===== config.mk =====
export PLATFORM = sky130hd
export DESIGN_NAME = bp_perf_counter_mmio
export DESIGN_NICKNAME = d
export VERILOG_FILES = /design/src/rtl/bp_perf_counter_mmio.sv
export SDC_FILE = /design/constraint.sdc
export NUM_CORES = 1
export LEC_CHECK = 0
export ABC_AREA = 1
export CAP_MARGIN = 20
export CORE_UTILIZATION = 40
export CTS_BUF_LIST = sky130_fd_sc_hd__clkbuf_8
export DETAILED_ROUTE_END_ITERATION = 6
export HOLD_SLACK_MARGIN = 0.1
export PLACE_DENSITY = 0.55
export SYNTH_ARGS = -nofsm -noshare
export SYNTH_HDL_FRONTEND = slang
export SYNTH_SLANG_ARGS = --single-unit

===== constraint.sdc =====
create_clock -name clk -period 7.11 [get_ports clk]
set_input_delay 0.711 -clock clk [delete_from_list [all_inputs] [get_ports clk]]
set_output_delay 0.711 -clock clk [all_outputs]
set_load 0.01 [all_outputs]

===== src/rtl/bp_perf_counter_mmio.sv =====
// Branch-predictor performance counters behind an 8-word MMIO window.
// Three saturating 32-bit counters with LO-read snapshot of the high half and registered 1-cycle reads.
module bp_perf_counter_mmio #(
  parameter logic [15:0] BASE_ADDR = 16'hC000,
  parameter int unsigned CNT_W     = 32
) (
  input  logic        clk,
  input  logic        rst,
  input  logic [15:0] addr,
  input  logic [15:0] wdata,
  input  logic        mm_we,
  input  logic        mm_re,
  input  logic        inc_br_cnt,
  input  logic        inc_hit_cnt,
  input  logic        inc_mispr_cnt,
  output logic [15:0] rdata,
  output logic        rd_hit
);

  logic             en_q, en_d;
  logic [CNT_W-1:0] br_cnt_q, br_cnt_d;
  logic [CNT_W-1:0] hit_cnt_q, hit_cnt_d;
  logic [CNT_W-1:0] mispr_cnt_q, mispr_cnt_d;
  logic [15:0]      br_shadow_q, br_shadow_d;
  logic [15:0]      hit_shadow_q, hit_shadow_d;
  logic [15:0]      mispr_shadow_q, mispr_shadow_d;
  logic [2:0]       sat_q, sat_d;
  logic [15:0]      rdata_q, rdata_d;
  logic             rd_hit_q, rd_hit_d;

  logic             sel;
  logic [2:0]       off;
  logic             ctrl_wr;
  logic             clr;
  logic             rd;
  logic [2:0]       inc;
  logic [15:0]      reg_val;
  logic [2:0][CNT_W-1:0] cur_cnt, nxt_cnt;
  logic             unused_wdata;

  assign unused_wdata = ^wdata[15:2];

  assign sel     = (addr[15:3] == BASE_ADDR[15:3]);
  assign off     = addr[2:0];
  assign rd      = mm_re & sel;
  assign ctrl_wr = mm_we & sel & (off == 3'd0);
  assign clr     = ctrl_wr & wdata[1];
  assign inc     = {inc_mispr_cnt, inc_hit_cnt, inc_br_cnt} & {3{en_q}};
  assign cur_cnt = {mispr_cnt_q, hit_cnt_q, br_cnt_q};

  // Register view as seen before this edge's updates.
  always_comb begin
    reg_val = '0;
    case (off)
      3'd0: reg_val = {15'd0, en_q};
      3'd1: reg_val = br_cnt_q[15:0];
      3'd2: reg_val = br_shadow_q;
      3'd3: reg_val = hit_cnt_q[15:0];
      3'd4: reg_val = hit_shadow_q;
      3'd5: reg_val = mispr_cnt_q[15:0];
      3'd6: reg_val = mispr_shadow_q;
      3'd7: reg_val = {13'd0, sat_q};
      default: reg_val = '0;
    endcase
  end

  always_comb begin
    nxt_cnt = cur_cnt;
    sat_d   = sat_q;
    if (clr) begin
      nxt_cnt = '0;
      sat_d   = '0;
    end else begin
      for (int unsigned i = 0; i < 3; i++) begin
        if (inc[i]) begin
          if (cur_cnt[i] == '1) sat_d[i] = 1'b1;
          else                  nxt_cnt[i] = cur_cnt[i] + 1'b1;
        end
      end
    end
    br_cnt_d    = nxt_cnt[0];
    hit_cnt_d   = nxt_cnt[1];
    mispr_cnt_d = nxt_cnt[2];
  end

  always_comb begin
    en_d           = ctrl_wr ? wdata[0] : en_q;
    br_shadow_d    = br_shadow_q;
    hit_shadow_d   = hit_shadow_q;
    mispr_shadow_d = mispr_shadow_q;
    if (clr) begin
      br_shadow_d    = '0;
      hit_shadow_d   = '0;
      mispr_shadow_d = '0;
    end else if (rd) begin
      // LO read captures the pre-increment high half for a coherent HI read.
      if (off == 3'd1) br_shadow_d    = br_cnt_q[31:16];
      if (off == 3'd3) hit_shadow_d   = hit_cnt_q[31:16];
      if (off == 3'd5) mispr_shadow_d = mispr_cnt_q[31:16];
    end
    rdata_d  = rd ? reg_val : '0;
    rd_hit_d = rd;
  end

  always_ff @(posedge clk or posedge rst) begin
    if (rst) begin
      en_q           <= 1'b0;
      br_cnt_q       <= '0;
      hit_cnt_q      <= '0;
      mispr_cnt_q    <= '0;
      br_shadow_q    <= '0;
      hit_shadow_q   <= '0;
      mispr_shadow_q <= '0;
      sat_q          <= '0;
      rdata_q        <= '0;
      rd_hit_q       <= 1'b0;
    end else begin
      en_q           <= en_d;
      br_cnt_q       <= br_cnt_d;
      hit_cnt_q      <= hit_cnt_d;
      mispr_cnt_q    <= mispr_cnt_d;
      br_shadow_q    <= br_shadow_d;
      hit_shadow_q   <= hit_shadow_d;
      mispr_shadow_q <= mispr_shadow_d;
      sat_q          <= sat_d;
      rdata_q        <= rdata_d;
      rd_hit_q       <= rd_hit_d;
    end
  end

  assign rdata  = rdata_q;
  assign rd_hit = rd_hit_q;

endmodule


After elaboration in Yosys (flattened, before gate mapping) --
Index checks and enable logic that the tools add are counted.
Storage, ports and cells: bits of input ports 39, output and inout port bits 17, word-level logic and storage cells 79, bits in registers 165
Operators by class: reductions and logical operators 20, bitwise gates (word level) 5, multiplexer cells 25, equal/unequal tests 14, add/subtract/negate cells 3
Operators with widths (count):
- $mux 32 | 6
- $mux 16 | 10
- $pmux 16 s8 | 1
- $add 32x1->32 const B | 3
- $eq 32x32->1 const B | 3
- $mux 96 | 1
- $reduce_bool 2->1 | 10
- $reduce_and 2->1 | 9
- $eq 13x13->1 const B | 1
- $eq 3x3->1 const B | 4
- $eq 3x2->1 const B | 2
- $mux 1 | 6
- $ne 2x2->1 const B | 3
- $and 1x1->1 | 4
- $and 3x3->3 | 1
- $eq 3x1->1 const B | 1
- $logic_not 3->1 | 1
- $mux 3 | 1

Depth between registers and ports, before layout --
Gate-level depths: netlist (run 1).
depth in word-level cells 6, gate-level depth with buffers 12, depth with buffers taken out 11

Least setup slack after synthesis (run 1) --
OpenSTA, ideal clock, no wires.
path kind input -> register, from in addr[10], to reg br_shadow_q[1], data required time 6981 ps, arrival 1827 ps, setup slack 5154 ps, library setup time 129 ps, path buffers 2, stages on the path 10, path through nor2_1 > nand2_1 > nor2_1 > nand2_1 > nor2_4 > nand2_1 > buf_2 > buf_2 > nand3_1 > o21ai_1
Between the ends: elaborated cells on any way between the ends 9, those cells by class eq/ne (1); mux (1); bitwise (4); reduce/logical (3)
RTL lines:
- from (decl) | line 9 | input logic [15:0] addr,
- $eq 13x13->1 | line 43 | assign sel = (addr[15:3] == BASE_ADDR[15:3]);
- $and 1x1->1 | line 45 | assign rd = mm_re & sel;
- via rd | line 35 | logic rd;
- $reduce_bool 2->1 (no source line)
- $reduce_and 2->1 (no source line)
- to (signal assigned) | line 122 | br_shadow_q <= br_shadow_d;
- to (decl) | line 24 | logic [15:0] br_shadow_q, br_shadow_d;
The timed path passes the listed nets, and every way through them passes these cells. A chain may end at the register's enable or synchronous reset.

Worst setup path in the final report (run 1) --
from in addr[1], to reg hit_cnt_q[31]
Between the ends: word-level cells in the longest chain between the ends 5, elaborated cells on any way between the ends 7, those cells by class eq/ne (1); mux (1); bitwise (2); reduce/logical (3)
RTL lines:
- $logic_not 3->1 (*) | line 46 | assign ctrl_wr = mm_we & sel & (off == 3'd0);
- $and 1x1->1 (*) | line 46
- $and 1x1->1 (*) | line 47 | assign clr = ctrl_wr & wdata[1];
- $ne 2x2->1 (no source line) or $reduce_bool 2->1 (tied branches)
- $reduce_and 2->1 (no source line)
- to (signal assigned) | line 120 | hit_cnt_q <= hit_cnt_d;
- to (decl) | line 22 | logic [CNT_W-1:0] hit_cnt_q, hit_cnt_d;
Mark *: on every way between the ends. The rest lies on a longest branch, timed or not.

==> results.yml, run 1 <==
clocking:
  post_cts_buffers: 0
  clock_latency_ps: 470
  clk_path_buf_depth: 2
  cts_buffers: 17
  cts_sinks: 165
  cts-root-buf: "clkbuf_8"
  clkSlewWorstSetupHoldPaths_ps: 90
  cts-resized-gates: 0
  cts-htree-levels: 4
  cts_hold_buf: 0
  tritoncts: "yes"
synth:
  synth_seq_area_share_pct: 39.2
  ys_types: 42
  synth_enable_flop_cells: 0
  synth-main-ff-cell: "dfrtp_1"
  synth_warnings: 0
  ys_async_sr_fraction_pct: 100
  avgSynthCellArea_um2: 6.71
  synth_nets: 1611
  synth-seq-cells: 165
  syn_area_um2: 10500
  syn_inst: 1569
floorplan:
  die_h_um: 164
  dieArea_um2: 27000
  start_util_pct: 40.6
  die_width_um: 164
  io_pins: 56
  num_rows: 59
  core_area_um2: 25900
routing:
  drcViolationCount: 0
  wl_um: 33200
  detail-route-antenna-nets: 0
  via_per_inst: 5.20
  wl_per_cell_um: 17.2
  dr_total_vias: 10034
  drt_iter0_drc: 724
  drt_pass1_iterations: 6
worst_setup_path:
  worstSetupEndpointType: "flip-flop"
  crit_required_ps: 7460
  path_cells: "clkdlybuf4s50_1 -> nor2_1 -> nand2_1 -> nor2_2 -> nand4_4 -> buf_12 -> inv_1 -> nor2_1 -> nand2_1 -> o21ai_0"
  worst-endpoint-arrival_ps: 3530
  cp_max_fo: 97
  slowest_stage: "inv_1"
  critPathMaxStageDelay_ps: 670
  path_class: "in -> reg"
  reg2reg_from: "mispr_cnt_q[0]$_DFFE_PP0P_"
  startpoint: "addr[1]"
  startpoint_type: "input port"
global_route:
  grt_pass1_wl_um: 53700
  grt-ovfl-total: 0
  grt_max_degree: 98
  grt_usage_pct: 26.2
  antenna_found_initial: 0
  grt_pass1_vias: 9475
outcome:
  status: "complete, no violations"
layout:
  antenna_cells: 0
  area_growth_syn_to_layout_pct: 10.2
  final_nets: 1624
  n_fill_cell: 2681
  drive_above_1_share_pct: 4.95
worst_hold_path:
  hp-start: "br_shadow_q[4]$_DFFE_PP0P_"
  hp-class: "reg -> reg"
job:
  maxCapViolations: 0
sta:
  period_share_pct: 44.8
  skew_ps: 15.9
  slew_headroom_pct: 29.3
  setup_tns_ps: 0
  setup_viol: 0
  worst_slew_pin_slew_ps: 1060
  rsz0062_at_grt: "no"
  hold_viol: 0
  fin_crit_ps: 3180
  fmax_mhz: 314
  slew_viol_final: 0
placement:
  gp_congestion: 0.901
  dp_hpwl_um: 24100
  port_buffers: 41
pwr:
  power_density_nw_per_um2: 157
  p_leak_nw: 5.50
  vdd_drop_max_mv: 0.114
  totalPowerFinal_mw: 1.82
## per-stage QoR
step                instances  util, %  hold slack (ps)  area, um2  worst slack, ps
finish                   1930     44.8              506      11600             3930
global route             1930     44.8              542      11600             3690
CTS                      1929     44.7              508      11600             3870
detailed placement       1897     42.9              488      11100             3370
global placement         1897     42.9              483      11100             3410
floorplan                1569        -              469      10500             1940
## worst max-delay path, delay by kind of cell
family                 cells  cell delay, ps
AO/OA/AOI/OAI              1              80
buffers and inverters      3            1470
AND/OR/NAND/NOR            6            1190
## routing by layer
metal	track usage [%]	wire length (um)
met5	0	0
met4	8.71	771
met3	2.65	1370
met2	41.4	15300
met1	37.3	15800
## state kept, by name, summed over array words and instances (netlist names)
| register | flops |
|---|---|
| hit_shadow_q | 16 |
| en_q | 1 |
| mispr_shadow_q | 16 |
| br_cnt_q | 32 |
| mispr_cnt_q | 32 |
| hit_cnt_q | 32 |
| rd_hit | 1 |
| sat_q | 3 |
| br_shadow_q | 16 |
| rdata | 16 |
## synth_stat cells, types with 3 or more instances
| master | count | area [um2] |
|---|---|---|
| nand2_1 | 534 | 2000 |
| nor2_1 | 225 | 845 |
| nand3_1 | 195 | 976 |
| dfrtp_1 | 165 | 4130 |
| inv_1 | 153 | 574 |
| nand4_1 | 46 | 288 |
| o21ai_0 | 44 | 220 |
| xor2_1 | 23 | 201 |
| buf_2 | 21 | 105 |
| clkbuf_1 | 19 | 71.3 |
| o21ai_1 | 16 | 80.1 |
| o22ai_1 | 15 | 93.8 |
| xnor2_1 | 13 | 114 |
| buf_6 | 11 | 124 |
| a21oi_1 | 10 | 50.1 |
| a22oi_1 | 8 | 60.1 |
| nand2_2 | 8 | 50.1 |
| nor2_2 | 8 | 50.1 |
| a31oi_1 | 7 | 43.8 |
| clkinv_1 | 4 | 15.0 |
| nand2_4 | 4 | 45.0 |
| nor2_4 | 4 | 45.0 |
| ha_1 | 3 | 37.5 |
| nand3b_1 | 3 | 22.5 |
| nor3_1 | 3 | 15.0 |
| o211ai_1 | 3 | 22.5 |
## final cells by class
cell class | instances | area, um2 | area share, %
clock buffers | 18 | 248 | 2.14
inverters | 159 | 602 | 5.19
flip-flops and latches | 165 | 4130 | 35.6
repair buffers | 48 | 475 | 4.10
well taps | 335 | 419 | 3.61
multi-input cells | 1191 | 5510 | 47.4
clock inverters | 14 | 224 | 1.93
## power breakdown
| part | switching, mW | internal [mW] | total (mW) |
|---|---|---|---|
| logic | 0.0405 | 0.0174 | 0.0579 |
| clock network | 0.388 | 0.432 | 0.821 |
| registers | 0.000178 | 0.938 | 0.938 |
## final timing paths
| path | end | cells past startpoint | slack, ps |
|---|---|---|---|
| setup / recovery | hit_cnt_q[31]$_DFFE_PP0P_ | 10 | 3930 |
| hold / removal | br_shadow_q[4]$_DFFE_PP0P_ | 2 | 510 |
| setup reg to reg | mispr_cnt_q[10]$_DFFE_PP0P_ | 10 | 4680 |
| hold reg to reg | br_shadow_q[4]$_DFFE_PP0P_ | 2 | 510 |
| max in group asynchronous | mispr_cnt_q[31]$_DFFE_PP0P_ | 3 | 4860 |
| min in group asynchronous | hit_cnt_q[19]$_DFFE_PP0P_ | 2 | 790 |
## layout by cell type, fill, tap and decap left out, types with 18 or more instances in the layout
cell / netlist / routed
xor2_1: 23 / 23
nand2_1: 534 / 534
inv_1: 153 / 152
nand3_1: 195 / 195
nor2_1: 225 / 224
clkdlybuf4s50_1: 0 / 41
nand4_1: 46 / 46
o21ai_0: 44 / 44
clkbuf_8: 0 / 18
dfrtp_1: 165 / 165
## logic make-up after synthesis
| kind of cell | after synthesis | share of synthesized area [%] |
|---|---|---|
| buf+inv | 213 | 8.67 |
| compound gates | 109 | 5.87 |
| fa+ha+maj | 3 | 0.357 |
| simple gates | 1043 | 42.9 |
| flops | 165 | 39.2 |
| xor+xnor | 36 | 3.00 |
Power figures use the tool's default switching activity.
==> run 2: changes to the inputs <==
clock period = 3.1 ns   (was 7.11 ns; I/O delays follow)
==> run 2 against run 1 <==
Net effect:
- combinational power grew to 2.5 times the previous value
- critical endpoint is now hit_cnt_q[28]$_DFFE_PP0P_
- clock power grew 91%
- first-iteration DRC count rose by 15%
- global-route usage increased by 0.57 points
- worst setup slack got worse by 3200 ps
- register-to-register slack got worse by 3900 ps
- clock skew decreased by 3.0 ps
- critical path type is now reg -> reg
- design area up 0.68%
- highest routed layer unchanged
- largest cell class unchanged
- final cell count up 0.88%
==> results.yml, run 2 (synthesis results as in run 1) <==
layout:
  reg_top3: "br_cnt_q: 32 flops, hit_cnt_q: 32 flops, mispr_cnt_q: 32 flops"
  antenna_cells: 0
  final_common_cell: "nand2_1"
  fin_cells: 1947
  drive_above_1_share_pct: 5.96
  final_area_um2: 11700
  final_cell_mix: "534 x nand2_1, 224 x nor2_1, 195 x nand3_1"
  final_nets: 1641
  area_growth_syn_to_layout_pct: 11.0
placement:
  gp_congestion: 0.943
  dp_hpwl_um: 25300
  place_area_um2: 11300
  port_buffers: 41
  dp.cells: 1914
worst_setup_path:
  cp_max_fo: 32
  startpoint_type: "flip-flop"
  worst-endpoint-arrival_ps: 2750
  crit_required_ps: 3510
  path_class: "reg -> reg"
  worstSetupEndpointType: "flip-flop"
global_route:
  grt_pass1_wl_um: 54500
  grt-ovfl-total: 0
  antenna_found_initial: 0
  grt_max_degree: 68
  grt_usage_pct: 26.8
  grt_pass1_vias: 9495
sta:
  fmax_mhz: 427
  timing.hold.ws_ps: 269
  skew_ps: 12.9
  setup_viol: 0
  slew_viol_final: 0
  setup_tns_ps: 0
  hold_viol: 0
  worst_slew_pin_slew_ps: 777
  period_share_pct: 75.6
  fin_crit_ps: 2340
  rsz0062_at_grt: "no"
  slew_headroom_pct: 48.2
floorplan:
  core_area_um2: 25900
  start_util_pct: 40.6
  io_pins: 56
  dieArea_um2: 27000
  die_width_um: 164
  num_rows: 59
  die_h_um: 164
routing:
  via_per_inst: 5.24
  wl_um: 34200
  wl_per_cell_um: 17.6
  drt_iter0_drc: 831
  drt_pass1_iterations: 5
  dr_total_vias: 10196
  drcViolationCount: 0
  detail-route-antenna-nets: 0
clocking:
  clock_latency_ps: 480
  cts_hold_buf: 0
  cts_sinks: 165
  post_cts_buffers: 0
  cts-htree-levels: 4
  cts-resized-gates: 0
  clk_path_buf_depth: 2
  cts_buffers: 17
  cts-root-buf: "clkbuf_8"
  clkSlewWorstSetupHoldPaths_ps: 90
  tritoncts: "yes"
pwr:
  vdd_drop_max_mv: 0.226
  p_leak_nw: 5.54
  power_density_nw_per_um2: 331
outcome:
  status: "complete, no violations"
job:
  maxCapViolations: 0
worst_hold_path:
  hp-class: "in -> async"
run 2: final timing paths:
check                      cells after the start                  startpoint  slack (ps)                          to
max in group asynchronous                      3                         rst        2090    br_cnt_q[28]$_DFFE_PP0P_
hold / removal                                 2                         rst         270   hit_cnt_q[31]$_DFFE_PP0P_
hold reg to reg                                2  br_shadow_q[4]$_DFFE_PP0P_         500  br_shadow_q[4]$_DFFE_PP0P_
setup reg to reg                               9    hit_cnt_q[0]$_DFFE_PP0P_         760   hit_cnt_q[28]$_DFFE_PP0P_
setup / recovery                               9    hit_cnt_q[0]$_DFFE_PP0P_         760   hit_cnt_q[28]$_DFFE_PP0P_
min in group clk                               3                    wdata[0]         400            en_q$_DFFE_PP0P_
run 2: metrics by stage:
stage	total power [mW]	setup slack [ps]	utilization, %
after detailed placement	2.34	421	43.6
after global placement	2.34	501	43.6
after floorplan	2.26	691	-
after CTS	3.92	511	45.1
after global routing	4.02	575	45.1
final	3.87	756	45.1
run 2: final cells by class:
type	count	area [um2]
fillers	2761	14200
multi-input cells	1191	5510
flip-flops and latches	165	4130
repair buffers	65	641
inverters	159	601
well taps	335	419
clock buffers	19	262
clock inverters	13	125
run 2: worst max-delay path, cell delays in order (launching register included):
cell,delay (ps)
dfrtp_1,440
ha_1,270
nand3_1,210
inv_1,130
nand3_2,140
nor2_4,160
nand3_4,250
nand2_4,430
nand3_1,130
nand2_1,100
run 2: layer usage:
layer  up-vias  share of wire [%]  GRT usage (%)
met2       277                 46           42.7
li1       5081                  -              -
met3        44                5.6           3.94
met4         0                2.3           7.70
met5         -                  0              0
met1      4794                 46           37.4
run 2: report_power, final:
| group | switching (mW) | internal, mW | leakage, nW | total, mW |
|---|---|---|---|---|
| Sequential | 0.000416 | 2.15 | 2.20 | 2.15 |
| Combinational | 0.0967 | 0.0494 | 3.15 | 0.146 |
| Clock | 0.888 | 0.686 | 0.186 | 1.57 |
